===== src/rtl/sensor_hcsr04_emulador_if.sv =====
// Signal bundle between a measuring interface (master) and the HC-SR04
// ultrasonic sensor emulator (slave).
interface sensor_hcsr04_emulador_if;
    logic        habilita;
    logic        trigger;
    logic [11:0] distancia;
    logic        echo;
    logic        ocupado;
    logic        erro_trigger;
    logic [2:0]  db_estado;

    modport master (
        output habilita, trigger, distancia,
        input  echo, ocupado, erro_trigger, db_estado
    );

    modport slave (
        input  habilita, trigger, distancia,
        output echo, ocupado, erro_trigger, db_estado
    );
endinterface


===== src/rtl/sensor_hcsr04_emulador.sv =====
// HC-SR04 ultrasonic sensor emulator: validates the trigger width, waits a
// fixed delay, then produces an echo pulse whose width is proportional to the
// latched distance (or a timeout width when out of range), followed by a
// recovery holdoff. ECO_ATRASO and RECUPERA are expected to be at least 1.
module sensor_hcsr04_emulador #(
    parameter int unsigned TRIG_MIN   = 500,
    parameter int unsigned ECO_ATRASO = 10000,
    parameter int unsigned CLK_POR_MM = 294,
    parameter int unsigned MAX_MM     = 4000,
    parameter int unsigned TIMEOUT    = 1900000,
    parameter int unsigned RECUPERA   = 50000
) (
    input  logic                          clock,
    input  logic                          reset,
    sensor_hcsr04_emulador_if.slave       bus
);

    localparam logic [2:0] S_INICIAL  = 3'd0;
    localparam logic [2:0] S_MEDE     = 3'd1;
    localparam logic [2:0] S_ESPERA   = 3'd2;
    localparam logic [2:0] S_ECO      = 3'd3;
    localparam logic [2:0] S_RECUPERA = 3'd4;

    // Trigger counter only needs to reach TRIG_MIN, where it saturates.
    localparam int TW = (TRIG_MIN < 2) ? 1 : $clog2(TRIG_MIN + 1);

    logic           trig_meta;
    logic           trig_s;
    logic [2:0]     estado;
    logic [TW-1:0]  cont_trig;
    logic [20:0]    cont;
    logic [20:0]    largura;
    logic           echo_r;
    logic           erro_r;
    logic [31:0]    produto;
    logic [20:0]    largura_calc;

    // Echo width for the current distancia; zero or beyond MAX_MM maps to TIMEOUT.
    always_comb begin
        produto = 32'(bus.distancia) * CLK_POR_MM;
        if (bus.distancia != 12'd0 && 32'(bus.distancia) <= MAX_MM)
            largura_calc = produto[20:0];
        else
            largura_calc = 21'(TIMEOUT);
    end

    // Two-flop synchronizer for the asynchronous trigger input.
    always_ff @(posedge clock or negedge reset) begin
        if (!reset) begin
            trig_meta <= 1'b0;
            trig_s    <= 1'b0;
        end else begin
            trig_meta <= bus.trigger;
            trig_s    <= trig_meta;
        end
    end

    // Main FSM: trigger qualification, delay, echo generation and holdoff.
    always_ff @(posedge clock or negedge reset) begin
        if (!reset) begin
            estado    <= S_INICIAL;
            cont_trig <= '0;
            cont      <= '0;
            largura   <= '0;
            echo_r    <= 1'b0;
            erro_r    <= 1'b0;
        end else begin
            erro_r <= 1'b0;
            case (estado)
                S_INICIAL: begin
                    // The cycle that starts the measurement counts as the first high cycle.
                    if (trig_s && bus.habilita) begin
                        estado    <= S_MEDE;
                        cont_trig <= TW'(1);
                    end
                end
                S_MEDE: begin
                    if (trig_s) begin
                        if (cont_trig < TW'(TRIG_MIN))
                            cont_trig <= cont_trig + TW'(1);
                    end else if (cont_trig >= TW'(TRIG_MIN)) begin
                        estado    <= S_ESPERA;
                        largura   <= largura_calc;
                        cont      <= '0;
                        cont_trig <= '0;
                    end else begin
                        estado    <= S_INICIAL;
                        erro_r    <= 1'b1;
                        cont_trig <= '0;
                    end
                end
                S_ESPERA: begin
                    if (cont == 21'(ECO_ATRASO - 1)) begin
                        estado <= S_ECO;
                        echo_r <= 1'b1;
                        cont   <= '0;
                    end else begin
                        cont <= cont + 21'd1;
                    end
                end
                S_ECO: begin
                    if (cont == largura - 21'd1) begin
                        estado <= S_RECUPERA;
                        echo_r <= 1'b0;
                        cont   <= '0;
                    end else begin
                        cont <= cont + 21'd1;
                    end
                end
                S_RECUPERA: begin
                    if (cont == 21'(RECUPERA - 1)) begin
                        estado <= S_INICIAL;
                        cont   <= '0;
                    end else begin
                        cont <= cont + 21'd1;
                    end
                end
                default: begin
                    estado <= S_INICIAL;
                    echo_r <= 1'b0;
                    cont   <= '0;
                end
            endcase
        end
    end

    assign bus.echo         = echo_r;
    assign bus.erro_trigger = erro_r;
    assign bus.db_estado    = estado;
    assign bus.ocupado      = (estado == S_ESPERA) || (estado == S_ECO) ||
                              (estado == S_RECUPERA);

endmodule


===== src/flat_wrapper.sv =====
// flat-port wrapper written by rule: the top's interface ports become plain ports
module sensor_hcsr04_emulador_flat 
#(
    parameter int unsigned TRIG_MIN   = 500,
    parameter int unsigned ECO_ATRASO = 10000,
    parameter int unsigned CLK_POR_MM = 294,
    parameter int unsigned MAX_MM     = 4000,
    parameter int unsigned TIMEOUT    = 1900000,
    parameter int unsigned RECUPERA   = 50000
)
  (clock, reset, bus_habilita, bus_trigger, bus_distancia, bus_echo, bus_ocupado, bus_erro_trigger, bus_db_estado);
  sensor_hcsr04_emulador_if bus_i ();
  input  logic clock;
  input  logic reset;
  input wire logic [$bits(bus_i.habilita)-1:0] bus_habilita;
  input wire logic [$bits(bus_i.trigger)-1:0] bus_trigger;
  input wire logic [$bits(bus_i.distancia)-1:0] bus_distancia;
  output wire logic [$bits(bus_i.echo)-1:0] bus_echo;
  output wire logic [$bits(bus_i.ocupado)-1:0] bus_ocupado;
  output wire logic [$bits(bus_i.erro_trigger)-1:0] bus_erro_trigger;
  output wire logic [$bits(bus_i.db_estado)-1:0] bus_db_estado;
  assign bus_i.habilita = bus_habilita;
  assign bus_i.trigger = bus_trigger;
  assign bus_i.distancia = bus_distancia;
  assign bus_echo = bus_i.echo;
  assign bus_ocupado = bus_i.ocupado;
  assign bus_erro_trigger = bus_i.erro_trigger;
  assign bus_db_estado = bus_i.db_estado;
  sensor_hcsr04_emulador #(.TRIG_MIN(TRIG_MIN), .ECO_ATRASO(ECO_ATRASO), .CLK_POR_MM(CLK_POR_MM), .MAX_MM(MAX_MM), .TIMEOUT(TIMEOUT), .RECUPERA(RECUPERA)) u_core (.clock(clock), .reset(reset), .bus(bus_i));
endmodule

===== config.mk =====
export PLATFORM = sky130hd
export DESIGN_NAME = sensor_hcsr04_emulador_flat
export DESIGN_NICKNAME = d
export VERILOG_FILES = /design/src/rtl/sensor_hcsr04_emulador_if.sv /design/src/rtl/sensor_hcsr04_emulador.sv /design/src/flat_wrapper.sv
export SDC_FILE = /design/constraint.sdc
export NUM_CORES = 1
export LEC_CHECK = 0
export ABC_CLOCK_PERIOD_IN_PS = 2900
export BUFFER_PORTS_ARGS = -buffer_cell sky130_fd_sc_hd__clkbuf_2
export CAP_MARGIN = 20
export CORE_MARGIN = 5
export CORE_UTILIZATION = 62
export DETAILED_ROUTE_END_ITERATION = 8
export HOLD_SLACK_MARGIN = 0.08
export PLACE_DENSITY = 0.8
export SLEW_MARGIN = 40
export SYNTH_ARGS = -nofsm -noshare
export SYNTH_HDL_FRONTEND = slang
export SYNTH_SLANG_ARGS = --single-unit

===== constraint.sdc =====
create_clock -name clock -period 2.9 [get_ports clock]
set_input_delay 0.145 -clock clock [delete_from_list [all_inputs] [get_ports clock]]
set_output_delay 0.145 -clock clock [all_outputs]
set_load 0.02 [all_outputs]

==> results of run 1 <==
[cell usage after synthesis, drive strengths merged, types with 3 or more instances]
cell type  number  area share, %
a31oi           5           0.57
nand2          43            3.0
nor4           12            2.0
nand4          15            1.8
ha             64             15
inv            66            4.5
or3             5           0.57
nand4b          4           0.64
buf             5           0.66
and2            5           0.57
nand3b          3           0.41
o22ai           5           0.57
fa             14            5.1
o211ai          5           0.69
o21bai          7           0.96
and3           22            2.5
o21ai          29            2.7
dfrtp          57             26
nor3b           3           0.50
nand3          26            2.5
a31o            3           0.48
a21o            5           0.69
nor3           20            1.9
or2             6           0.69
o31ai           6           0.82
clkbuf         23            1.6
a21oi          33            3.1
nor2           48            3.3
o311ai          3           0.48
xor2           16            2.6
nand2b          5           0.57
xnor2          28            4.5
or4b            3           0.55
nor2b           5           0.57
a221oi          8            1.3
[cell type report]
type | instances | area (um^2)
Clock inverter | 7 | 103
Multi-Input combinational cell | 491 | 4090
Fill cell | 536 | 1750
Sequential cell | 57 | 1430
Tap cell | 108 | 135
Clock buffer | 9 | 124
Inverter | 66 | 248
Timing Repair Buffer | 99 | 769
[cells in the final DEF, fill, tap and decap left out, drive strengths merged, types with 5 or more instances in the layout]
cell,synthesis,final
o31ai,6,6
o21bai,7,7
a21oi,33,33
o22ai,5,5
nand2b,5,5
buf,5,80
nor4,12,12
nor2b,5,5
ha,64,64
o21ai,29,29
a31oi,5,5
fa,14,14
or2,6,6
xnor2,28,28
nand4,15,15
and2,5,5
dfrtp,57,57
clkbuf,23,26
o211ai,5,5
xor2,16,16
or3,5,5
nor3,20,20
nand2,43,43
a221oi,8,8
nand3,26,26
nor2,48,48
a21o,5,5
and3,22,22
inv,66,68
[metrics by stage]
stage | instances | TNS (ps) | area, um^2 | total power [W]
floorplan | 642 | -87.1 | 5600 | 0.00193
global placement | 809 | -1500 | 6230 | 0.00230
detailed placement | 809 | -2710 | 6230 | 0.00238
CTS | 828 | -9.88 | 6530 | 0.00326
global route | 837 | -732 | 6890 | 0.00371
finish | 837 | -222 | 6890 | 0.00351
[kinds of logic (layout without fill, tap and decap cells)]
kind of cell	count (synthesis)	after routing
compound gates	135	135
simple gates	231	231
mux	3	3
xor+xnor	44	44
flops	57	57
fa+ha+maj	78	78
buf+inv	94	181
[sequential cells by signal (all words and copies together), names as in the netlist]
register,count
u_core.trig_meta,1
u_core.largura,20
u_core.bus.erro_trigger,1
u_core.bus.db_estado,3
u_core.trig_s,1
u_core.cont,21
u_core.cont_trig,9
u_core.bus.echo,1
[worst max-delay path: cells and delay by family]
kind | cells | cell delay (ps)
fa+ha+maj | 4 | 1540
xor+xnor | 1 | 160
compound gates | 7 | 1130
buf+inv | 3 | 310
[layer usage]
layer	track usage (%)	wire length, um
met1	31.1	5950
met5	0	0
met2	45.2	7890
met4	10.3	511
met3	3.17	773
[what timing repair did]
item / in CTS / in global routing
endpoints found under the hold margin: 20 / 0
buffers inserted: 1 / 9
resized for setup: 7 / 71
pin swaps: 4 / 26
hold buffers: 2 / 0
endpoints found under the setup margin: 3 / 29
[worst max-delay path by stage]
stage                           startpoint                        endpoint  cells after the start
after detailed placement  bus_distancia[4]  u_core.largura[19]$_DFFE_PN0P_                     16
after floorplan           bus_distancia[3]  u_core.largura[19]$_DFFE_PN0P_                     14
after global placement    bus_distancia[4]  u_core.largura[19]$_DFFE_PN0P_                     16
final                     bus_distancia[8]  u_core.largura[19]$_DFFE_PN0P_                     15
after global routing      bus_distancia[8]  u_core.largura[19]$_DFFE_PN0P_                     15
after CTS                 bus_distancia[7]  u_core.largura[19]$_DFFE_PN0P_                     15
[where the power goes]
part | internal (W) | total, W | switching, W | leakage [nW]
sequential | 0.000875 | 0.00102 | 0.000146 | 0.726
clock | 0.000492 | 0.000860 | 0.000368 | 0.110
combinational | 0.000793 | 0.00163 | 0.000839 | 2.29
==> results, run 1 <==
- The setup slack at placement is -532 ps.
- The DRC violation count after routing is 0.
- After Yosys synthesis, XOR and XNOR cells account for 7.06% of the synthesized area.
- The sum of overflow across all layers after global routing is 0.
- The checks that failed: setup timing.
- The area of the core region is 8640 um^2.
- The number of global-route vias before repair is 4,968.
- The setup slack of the most critical reg-to-reg path is 40 ps.
- Before antenna repair, the detailed router went through 5 iterations.
- The starting utilization of the core area is 63.2%.
- Data on the critical path is required at its endpoint by 3140 ps.
- The cell at the slowest stage of the critical path is fa_1.
- Clock tree synthesis found a total of 57 sinks.
- Of all nets on the critical path, the largest fanout is 4.
- The final critical path time including I/O delays and setup is 3060 ps.
- The buffer depth of the longest clock path is 2.
- The routed wire length per instance is 18.1 um.
- The pin count of the biggest net entering global routing is 39.
- Measured against its own limit, the worst slew margin works out to 45.9%.
- The via count normalized by instance count is 6.22.
- The number of nets at the end of the flow is 818.
- The arrival time reported for the critical path endpoint is 3300 ps.
- After the first detailed-routing iteration, the DRC count stood at 338.
- The congestion estimate from routability-driven global placement came to 0.953.
- The cell area that synthesis handed to floorplanning was 5460 um^2.
- The average cell area after synthesis is 8.51 um^2.
- The mux contribution to synthesized area is 0.596%.
- The final design utilization is 79.8%.
- The worst clock skew is 17.6 ps.
- The launch point of the worst reg-to-reg path is u_core.largura[11]$_DFFE_PN0P_.
- For the worst flop-to-flop path, the logic depth is 9.
- Dividing total power by cell area gives a power density of 510 nW/um^2.
- Of the total synthesized cell area, the portion taken by AND, OR, NAND and NOR gates is 23.1%.
- The number of slew-limit violations in the final report is 0.
- For hold timing, the worst endpoint is u_core.largura[1]$_DFFE_PN0P_.
- The clock tree from TritonCTS is yes.
- On the worst path, the slowest cell contributes a delay of 540 ps.
- The run finished, with violations left.
- The global router's overall resource usage is 25.4%.
- The number of inserted diodes is 0.
- The signed area change from the synthesized netlist to the final layout is 26.2%.
- The total of warnings raised by yosys is 0.
- The worst hold slack is 237 ps.
- The final count of hold timing violations is 0.
- The die is 104 um tall.
- Across all layers, the routed design uses 5,207 vias.
- The proportion of register bits with asynchronous set or reset after synthesis is 100%.
- The unique cell type count in the Yosys netlist is 70.
- The clock transition at the register clock pins on the worst setup and hold paths after CTS is 70 ps.
- The x dimension of the die is 104 um.
- The share of the synthesized area in compound gates (AO/OA/AOI/OAI) is 16.5%.
- By startpoint and endpoint, the worst setup path is classified as in -> reg.
- The sort of element at the end of the critical path is a register.
- Setup repair after global routing could not meet its margin everywhere.
- The synthesized netlist net count is 736.
- The predominant post-synthesis flop cell is dfrtp_1.
- For this design the static power due to leakage is 3.13 nW.
- The timing-limited maximum frequency is 327 MHz.
- The cell sitting at the root of the clock tree is a clkbuf_8.
- The clock latency on the worst-skew pair is 370 ps.
- The number of input and output port buffers inserted is 21.
- The startpoint type of the worst setup path is an input port.
- The floorplan has 34 rows.
- After technology mapping, the gate count stands at 642.
- The type of the worst min-delay path is in -> reg.
- The count of endpoints failing setup in the final report is 2.
- The share of post-route cells with drive strength above 1 is 26.9%.
- The number of synthesized flops with an enable pin is 0.
- By area, the combinational part of the netlist is dominated by simple AND/OR/NAND/NOR gates.
- The number of top-level design ports is 22.
- Walking the worst path, the cells encountered are clkbuf_4 -> ha_4 -> fa_1 -> inv_1 -> fa_1 -> inv_1 -> ha_4 -> a21oi_4 -> o21ai_1 -> a21oi_1 -> o21ai_2 -> a2111o_1 -> a31oi_2 -> xor2_1 -> a21oi_1.
- The launch point of the worst hold path is bus_distancia[0].
- The HPWL after detailed placement is 10,400 um.
- The final critical-path setup slack is -159 ps.
- The post-detailed-routing wire length is 15,100 um.
- The deepest level of the CTS H-tree is 3.
- The peak supply drop is 0.378 mV.
- The post-synthesis sequential element count is 57.
- The slew at the pin closest to its max-slew limit is 803 ps.
- The part of the cycle the worst path needs is 105%.
- The initial antenna violation count came to 0.
- The wire length of the first global-routing pass is 23,200 um.
- Summing the sequential cell areas from Yosys gives 26.1% of the chip area.
- The total of max-cap violations is 0.
- The total clock buffers created by CTS is 9.
- The capture point of the worst reg-to-reg path is u_core.cont[13]$_DFFE_PN0P_.
- The remaining antenna violation count after routing is 0.
- Counting instances, the worst hold path has a depth of 4.
- The synthesized netlist devotes 19.8% of its cell area to adder and majority cells.
- The die covers 10,800 um^2.
Note: power is estimated with default switching activity, not from simulation.
==> run 2, diff against run 1 <==
--- a/config.mk
+++ b/config.mk
@@ -8,11 +8,13 @@
 export ABC_CLOCK_PERIOD_IN_PS = 2900
 export BUFFER_PORTS_ARGS = -buffer_cell sky130_fd_sc_hd__clkbuf_2
 export CAP_MARGIN = 20
+export CELL_PAD_IN_SITES_DETAIL_PLACEMENT = 0
+export CELL_PAD_IN_SITES_GLOBAL_PLACEMENT = 1
 export CORE_MARGIN = 5
-export CORE_UTILIZATION = 62
+export CORE_UTILIZATION = 49
 export DETAILED_ROUTE_END_ITERATION = 8
 export HOLD_SLACK_MARGIN = 0.08
-export PLACE_DENSITY = 0.8
+export PLACE_DENSITY_LB_ADDON = 0.1
 export SLEW_MARGIN = 40
 export SYNTH_ARGS = -nofsm -noshare
 export SYNTH_HDL_FRONTEND = slang
==> run 2 against run 1 <==
  * The flow still finishes with violations (setup timing)
  * Power is 2.9% lower
  * Fmax increased by 4.8%
  * Routed wire length decreased by 9.3%
  * Register-to-register slack better by 90 ps
  * Critical path depth unchanged
  * Non-clock buffer count up 11
  * Worst setup slack better by 140 ps
  * Count of clock-buffer cells in the layout stayed put
  * Sequential power about the same
  * Combinational power shrank 7%
  * Design area rose by 0.51%
  * Clock skew down 3.8 ps
  * Largest cell class unchanged
==> results, run 2 (synthesized netlist as in run 1, its figures left out) <==
- TritonCTS created 9 clock buffers.
- Timing would allow up to 343 MHz.
- The worst hold path terminates at u_core.largura[1]$_DFFE_PN0P_.
- The number of global-route vias before repair is 4,947.
- The die outline height is 116 um.
- The busiest layer in global routing is met2.
- Leaving out fill and tap cells, the most frequent cells in the layout are buf_4 (83), inv_1 (57), dfrtp_1 (56).
- The via count normalized by instance count is 5.62.
- The final count of hold timing violations is 0.
- The clock latency on the worst-skew pair is 370 ps.
- The count of endpoints failing setup in the final report is 1.
- Entering global routing, the biggest net connects 58 pins.
- In this run the clock root is driven by a clkbuf_8.
- For the pin with the worst max-slew slack, the measured transition is 767 ps.
- After layout, the worst path uses 101% of the clock period.
- The detail route stage leaves a number of antenna-violating nets equal to 0.
- The launch point of the worst reg-to-reg path is u_core.largura[2]$_DFFE_PN0P_.
- The sequential cells in the finished layout cover a total of 1430 um^2.
- The relative slew slack is 48.4%.
- The kind of critical path is in -> reg.
- The sort of element at the end of the critical path is a register.
- The pre-antenna-repair detailed-routing pass consisted of 4 iterations.
- The post-detailed-routing wire length is 13,700 um.
- The type of the worst min-delay path is in -> reg.
- The checks that failed: setup timing.
- The signed area change from the synthesized netlist to the final layout is 26.8%.
- The initial antenna violation count came to 0.
- The number of placed instances, taps included, is 851.
- The count of fill cells added during filler insertion is 927.
- The final instance count without filler cells is 881.
- The global routing usage on met3 is 3.39%.
- The detailed placement HPWL is 10,600 um.
- The starting utilization of the core area is 50.2%.
- The endpoint identified for the worst register-to-register timing path is u_core.cont[13]$_DFFE_PN0P_.
- The first global-routing pass estimated 23,300 um of wire.
- 22 I/O pins were placed.
- At the end of the flow, the number of nets in the layout was 830.
- Counting I/O delays and the setup requirement, the final critical path takes 2920 ps.
- Across the routed clock network, the largest skew measured is 13.9 ps.
- For the worst setup path, the data required time is 3140 ps.
- The worst hold path depth is 4.
- The net switching fraction of the power is 37.3%.
- The area of the core region is 10,900 um^2.
- For this design the static power due to leakage is 3.16 nW.
- After clock tree synthesis, the clock-pin slew on the worst setup and hold paths is 80 ps.
- The number of slew-limit violations in the final report came to 0.
- The deepest level of the CTS H-tree is 3.
- For this design the ratio of total power to cell area is 492 nW/um^2.
- The buffer depth of the longest clock path is 2.
- The run finished, with violations left.
- The maximum fanout count along the critical path is 3.
- The final design utilization is 63.6%.
- For met1 alone, demand over resource in global routing was 27.8%.
- For the worst flop-to-flop path, the logic depth is 12.
- The floorplan has 38 rows.
- The startpoint type of the worst setup path is an input port.
- Sequential cells burn 29.6% of the power.
- The post-route netlist has 26.5% of its cells at a drive strength greater than 1.
- The routed wire length per instance is 15.6 um.
- At the worst endpoint, the arrival time is 3160 ps.
- After the first detailed-routing iteration, the DRC count stood at 291.
- The top register by number of flip-flops is u_core.cont.
- The power share of the clock group is 25.9%.
- The total of max-cap violations is 0.
- The placer's final routability congestion estimate is 0.824.
- The part of the total power dissipated in combinational logic is 44.6%.
- The setup slack of the most critical reg-to-reg path is 130 ps.
- The floorplan die area is 13,400 um^2.
- The global router's overall resource usage is 21.8%.
- The analysis attributes to net switching a power of 0.00127 W.
- The routed layout has 4,947 vias.
- The tree built by TritonCTS fans out to 57 sinks.
- The library cell used most frequently in the layout, excluding fill and tap cells, is buf_4.
- In this run the horizontal extent of the chip is 116 um.
- The number of flip-flops under the largest register name is 21.
- Once routing completed, OpenROAD measured the worst setup slack at -19.3 ps.
- In the final layout, the registers with the most flip-flops are u_core.cont (21), u_core.largura (20), u_core.cont_trig (9).
- The DRC violation count after routing is 0.
- The global-route track usage on met2 is 37.2%.
- The repair_antennas step left the layout with diodes totalling 0.
- After global routing the overflow that remains totals 0.
- The launch point of the worst hold path is bus_distancia[0].
- The peak supply drop is 0.315 mV.
- In the final layout, the multi-input gates occupy 4000 um^2.
- Setup repair after global routing could not meet its margin everywhere.
- The design internal power is 0.00214 W.
- During placement, the flow inserted port buffers numbering 21.
- The clock tree from TritonCTS is yes.
run 2: changes by cell type in the layout (fill, tap and decap cells not counted), moves of 3 or more:
cell     previous run  this run
a31oi_1             1         4
a31oi_2             4         1
buf_4              73        83
ha_1               47        51
ha_4               16        12
inv_1              54        57
inv_2              12         9
o21ai_0            22        25
o21ai_1             3         0
run 2: cell type report:
type	instances	share of cell area [%]
Multi-Input combinational cell	492	57.8
Sequential cell	57	20.6
Timing Repair Buffer	110	12.2
Inverter	66	3.58
Tap cell	140	2.53
Clock buffer	9	1.79
Clock inverter	7	1.46
run 2: power by group through the flow:
stage	logic [W]	clock network [W]	registers, W
final	0.00152	0.000882	0.00101
after global routing	0.00172	0.000943	0.00102
after CTS	0.00140	0.000900	0.00100
after detailed placement	0.00137	0	0.00102
after global placement	0.00135	0	0.00101
after floorplan	0.000945	0	0.000988
run 2: routing by layer:
| layer | up-vias | share of wire, % |
|---|---|---|
| met2 | 89 | 50 |
| met3 | 27 | 3.3 |
| met4 | 0 | 2.4 |
| met1 | 2349 | 44 |
| li1 | 2482 | - |
| met5 | - | 0 |
run 2: worst max path at each step:
stage / startpoint / endpoint / slack [ps] / cells past startpoint
after floorplan: bus_distancia[3] / u_core.largura[19]$_DFFE_PN0P_ / -90 / 14
after global placement: bus_distancia[4] / u_core.largura[19]$_DFFE_PN0P_ / -390 / 16
after detailed placement: bus_distancia[4] / u_core.largura[19]$_DFFE_PN0P_ / -480 / 16
after CTS: bus_distancia[3] / u_core.largura[19]$_DFFE_PN0P_ / 2 / 15
after global routing: bus_distancia[6] / u_core.largura[19]$_DFFE_PN0P_ / -140 / 15
final: bus_distancia[6] / u_core.largura[19]$_DFFE_PN0P_ / -20 / 15
run 2: per-stage QoR:
| stage | setup TNS (ps) | instance area, um^2 | hold WS, ps | total power (W) | setup slack (ps) |
|---|---|---|---|---|---|
| 2_1_floorplan | -87.1 | 5600 | -151 | 0.00193 | -87.1 |
| 3_3_place_gp | -1770 | 6340 | 253 | 0.00235 | -395 |
| 6_report | -19.3 | 6930 | 239 | 0.00341 | -19.3 |
| 5_1_grt | -231 | 6930 | 264 | 0.00368 | -144 |
| 3_5_place_dp | -2300 | 6340 | 255 | 0.00239 | -485 |
| 4_1_cts | 0 | 6620 | 218 | 0.00330 | 2.45 |
run 2: timing repair:
item / CTS / global route
pin swaps: 3 / 26
hold buffers: 2 / 0
buffers inserted: 0 / 10
cloned: 0 / 2
hold endpoints to repair: 58 / 0
gates resized for setup: 8 / 55
endpoints found under the setup margin: 2 / 30
run 2: critical path: stages:
cell      delay, ps
buf_12          100
ha_4            230
fa_1            530
inv_1            50
fa_1            510
inv_2            50
ha_4            240
a21oi_4         160
o21ai_2          70
a21oi_2         170
o21ai_2          90
a2111o_1        380
a31oi_2         200
xor2_1          150
a21oi_1          70
==> run 3, diff against run 2 <==
--- a/config.mk
+++ b/config.mk
@@ -5,16 +5,17 @@
 export SDC_FILE = /design/constraint.sdc
 export NUM_CORES = 1
 export LEC_CHECK = 0
-export ABC_CLOCK_PERIOD_IN_PS = 2900
+export ABC_CLOCK_PERIOD_IN_PS = 3700
 export BUFFER_PORTS_ARGS = -buffer_cell sky130_fd_sc_hd__clkbuf_2
 export CAP_MARGIN = 20
 export CELL_PAD_IN_SITES_DETAIL_PLACEMENT = 0
 export CELL_PAD_IN_SITES_GLOBAL_PLACEMENT = 1
 export CORE_MARGIN = 5
-export CORE_UTILIZATION = 49
+export CORE_UTILIZATION = 52
 export DETAILED_ROUTE_END_ITERATION = 8
 export HOLD_SLACK_MARGIN = 0.08
 export PLACE_DENSITY_LB_ADDON = 0.1
+export SETUP_SLACK_MARGIN = 0.4
 export SLEW_MARGIN = 40
 export SYNTH_ARGS = -nofsm -noshare
 export SYNTH_HDL_FRONTEND = slang
==> constraint.sdc (replaced) <==
create_clock -name clock -period 3.7 [get_ports clock]
set_input_delay 0.185 -clock clock [delete_from_list [all_inputs] [get_ports clock]]
set_output_delay 0.185 -clock clock [all_outputs]
set_load 0.02 [all_outputs]
==> run 3 against run 2 <==
  * The flow now finishes without violations
  * Design area fell by 13%
  * Hold slack worse by 38 ps
  * Non-clock buffer count fell by 74
  * Cell count decreased by 9.0%
  * Die area is 5.3% lower
  * Clock skew up 2.5 ps
  * Critical path type unchanged
==> results, run 3 (synthesized netlist as in run 1, its figures left out) <==
- For this block, the via count after detailed routing is 4,636.
- The clock reaches the later pin of the worst-skew pair after 350 ps.
- The detailed router finished its first iteration with 263 violations.
- The cell at the root of the clock tree is clkbuf_8.
- The first global-routing pass estimated 21,600 um of wire.
- For the pin with the worst max-slew slack, the measured transition is 689 ps.
- The detailed placement HPWL is 9780 um.
- u_core.cont holds more flip-flops than any other register.
- Among all stages on the critical path, the largest delay is contributed by fa_1.
- The leakage power summed over all cells is 2.73 nW.
- In this run the worst hold path is classified as in -> reg.
- The buffer depth of the longest clock path is 2.
- After detailed routing, the number of vias per cell comes to 5.78.
- The number of placed cells counting well taps is 784.
- Global routing finished with a remaining overflow of 0.
- Port buffering added 21 buffers.
- Entering global routing, the biggest net connects 37 pins.
- For this design the ratio of total power to cell area is 376 nW/um^2.
- The sort of element at the end of the critical path is a register.
- Buffers inserted during clock tree synthesis total 9.
- The core region is 10,300 um^2.
- The final layout contains 755 nets.
- The placer's final routability congestion estimate is 0.894.
- The final instance count without filler cells is 802.
- The share of post-route cells with drive strength above 1 is 12.0%.
- Counting both buffers and inverters, the worst setup path holds a total of 4.
- The remaining antenna violation count after routing is 0.
- The signal on the critical path passes through clkbuf_2 -> inv_1 -> ha_1 -> fa_1 -> inv_1 -> fa_1 -> inv_1 -> ha_1 -> nand2_1 -> o21ai_0 -> a21oi_1 -> o21ai_1 -> a2111o_1 -> a31oi_1 -> xor2_1 -> a21oi_1.
- The number of flip-flops under the largest register name is 21.
- After layout, the worst path uses 86.6% of the clock period.
- In this run the worst path has a maximum fanout of 5.
- The DRC violation count after routing is 0.
- VDD sags by at most 0.157 mV.
- The cell class contributing the biggest share of worst-path delay is adder cells.
- The post-detailed-routing wire length is 12,400 um.
- The worst clock skew is 16.4 ps.
- After clock tree synthesis, the clock-pin slew on the worst setup and hold paths is 70 ps.
- The arrival time reported for the critical path endpoint is 3400 ps.
- Timing would allow up to 312 MHz.
- In the layout the commonest cells are inv_1 (66), ha_1 (59), dfrtp_1 (57).
- CTS saw 57 sinks.
- The number of slew-limit violations in the final report was 0.
- Setup repair after global routing could not meet its margin everywhere.
- For this configuration, the core starts out at a cell density of 53.1%.
- The largest registers in the layout are u_core.cont (21), u_core.largura (20), u_core.cont_trig (9).
- The library cell used most frequently in the layout, excluding fill and tap cells, is inv_1.
- The kind of critical path is in -> reg.
- The final-layout setup total negative slack is 0 ps.
- The floorplan die area is 12,700 um^2.
- The area growth from synthesis to layout is 9.94%.
- The first detailed-routing pass ran for 6 iterations.
- The run finished with clean final reports.
- The row count is 37.
- The worst pin sits at a relative slew slack of 53.7%.
- The number of global-route vias before repair was 4,573.
- 22 I/O pins were placed.
- In this run the number of H-tree levels came out at 3.
- The startpoint type of the worst setup path is an input port.
- The initial antenna violation count is 0.
- The highest cell delay on the worst timing path is 530 ps.
- The cell seen most often among critical-path stages is inv_1.
- Once the clock tree was built, the setup fixing pass inserted 0 buffers.
- In the final routed layout, each cell accounts on average for 15.5 um.
- TritonCTS built the clock tree.
- At the worst endpoint, the required time is 3900 ps.
- The final critical path time including I/O delays and setup is 3200 ps.
- The global router's overall resource usage is 20.5%.
- The number of inserted diodes is 0.
- The total of max-cap violations is 0.
- The floorplan step set the die height to 112 um.
- From left edge to right edge, the die measures 112 um.
- The final count of hold timing violations is 0.
- Setup violations remaining at the end of the flow were counted as 0.
[run 3: cell count changes in the layout (fill, tap and decap cells not counted), sizes merged]
cell / before / now
inv: 69 / 67
bufinv: 2 / 1
nand3: 27 / 26
buf: 93 / 15
clkinv: 0 / 2
clkbuf: 24 / 29
[run 3: power by group]
group | total, W | switching (W) | leakage, nW | internal, W
Sequential | 0.000802 | 0.000116 | 0.726 | 0.000686
Combinational | 0.000875 | 0.000470 | 1.92 | 0.000405
Clock | 0.000582 | 0.000270 | 0.0929 | 0.000313
Total | 0.00226 | 0.000856 | 2.73 | 0.00140
[run 3: worst reg2reg max path: cells and delay by family, from the launching register on]
kind	cells	cell delay, ps
simple gates	5	1610
compound gates	3	610
flops	1	470
buf+inv	1	240
[run 3: what timing repair did]
action                                 CTS  global route
setup endpoints to repair                0             7
hold buffers                             2             0
resized for setup                        0             8
endpoints found under the hold margin   22             0
[run 3: metal layers]
layer,wire length [um],vias up,global-route usage (%)
met5,0,-,0
met4,252,0,6.89
met1,5860,2191,27.6
met2,5860,95,33.7
met3,451,18,3.23
li1,-,2332,-
[run 3: final cells by class]
cell class,count,area (um^2)
fillers,1005,4270
inverters,66,248
well taps,136,170
flip-flops and latches,57,1430
multi-input cells,491,3740
clock buffers,10,128
clock inverters,6,67.6
repair buffers,36,223
[run 3: per-stage QoR]
stage | worst slack (ps) | hold WS (ps) | area [um^2] | utilization (%) | total power, W
3_3_place_gp | 147 | 208 | 5740 | 55.9 | 0.00166
6_report | 497 | 201 | 6000 | 58.4 | 0.00226
2_1_floorplan | 423 | -111 | 5490 | - | 0.00148
5_1_grt | 331 | 221 | 6000 | 58.4 | 0.00246
4_1_cts | 436 | 177 | 5960 | 58.0 | 0.00227
3_5_place_dp | 72.5 | 213 | 5740 | 55.9 | 0.00168
[run 3: path summary, 6_finish.rpt]
| check | start | end | slack [ps] | cells past startpoint |
|---|---|---|---|---|
| max in group asynchronous | reset | u_core.largura[14]$_DFFE_PN0P_ | 2460 | 3 |
| hold / removal | bus_distancia[0] | u_core.largura[1]$_DFFE_PN0P_ | 200 | 3 |
| hold reg to reg | u_core.trig_meta$_DFF_PN0_ | u_core.trig_s$_DFF_PN0_ | 370 | 0 |
| setup / recovery | bus_distancia[10] | u_core.largura[19]$_DFFE_PN0P_ | 500 | 16 |
| setup reg to reg | u_core.cont[17]$_DFFE_PN0P_ | u_core.cont[9]$_DFFE_PN0P_ | 650 | 9 |
| min in group asynchronous | reset | u_core.bus.echo$_DFFE_PN0P_ | 350 | 2 |
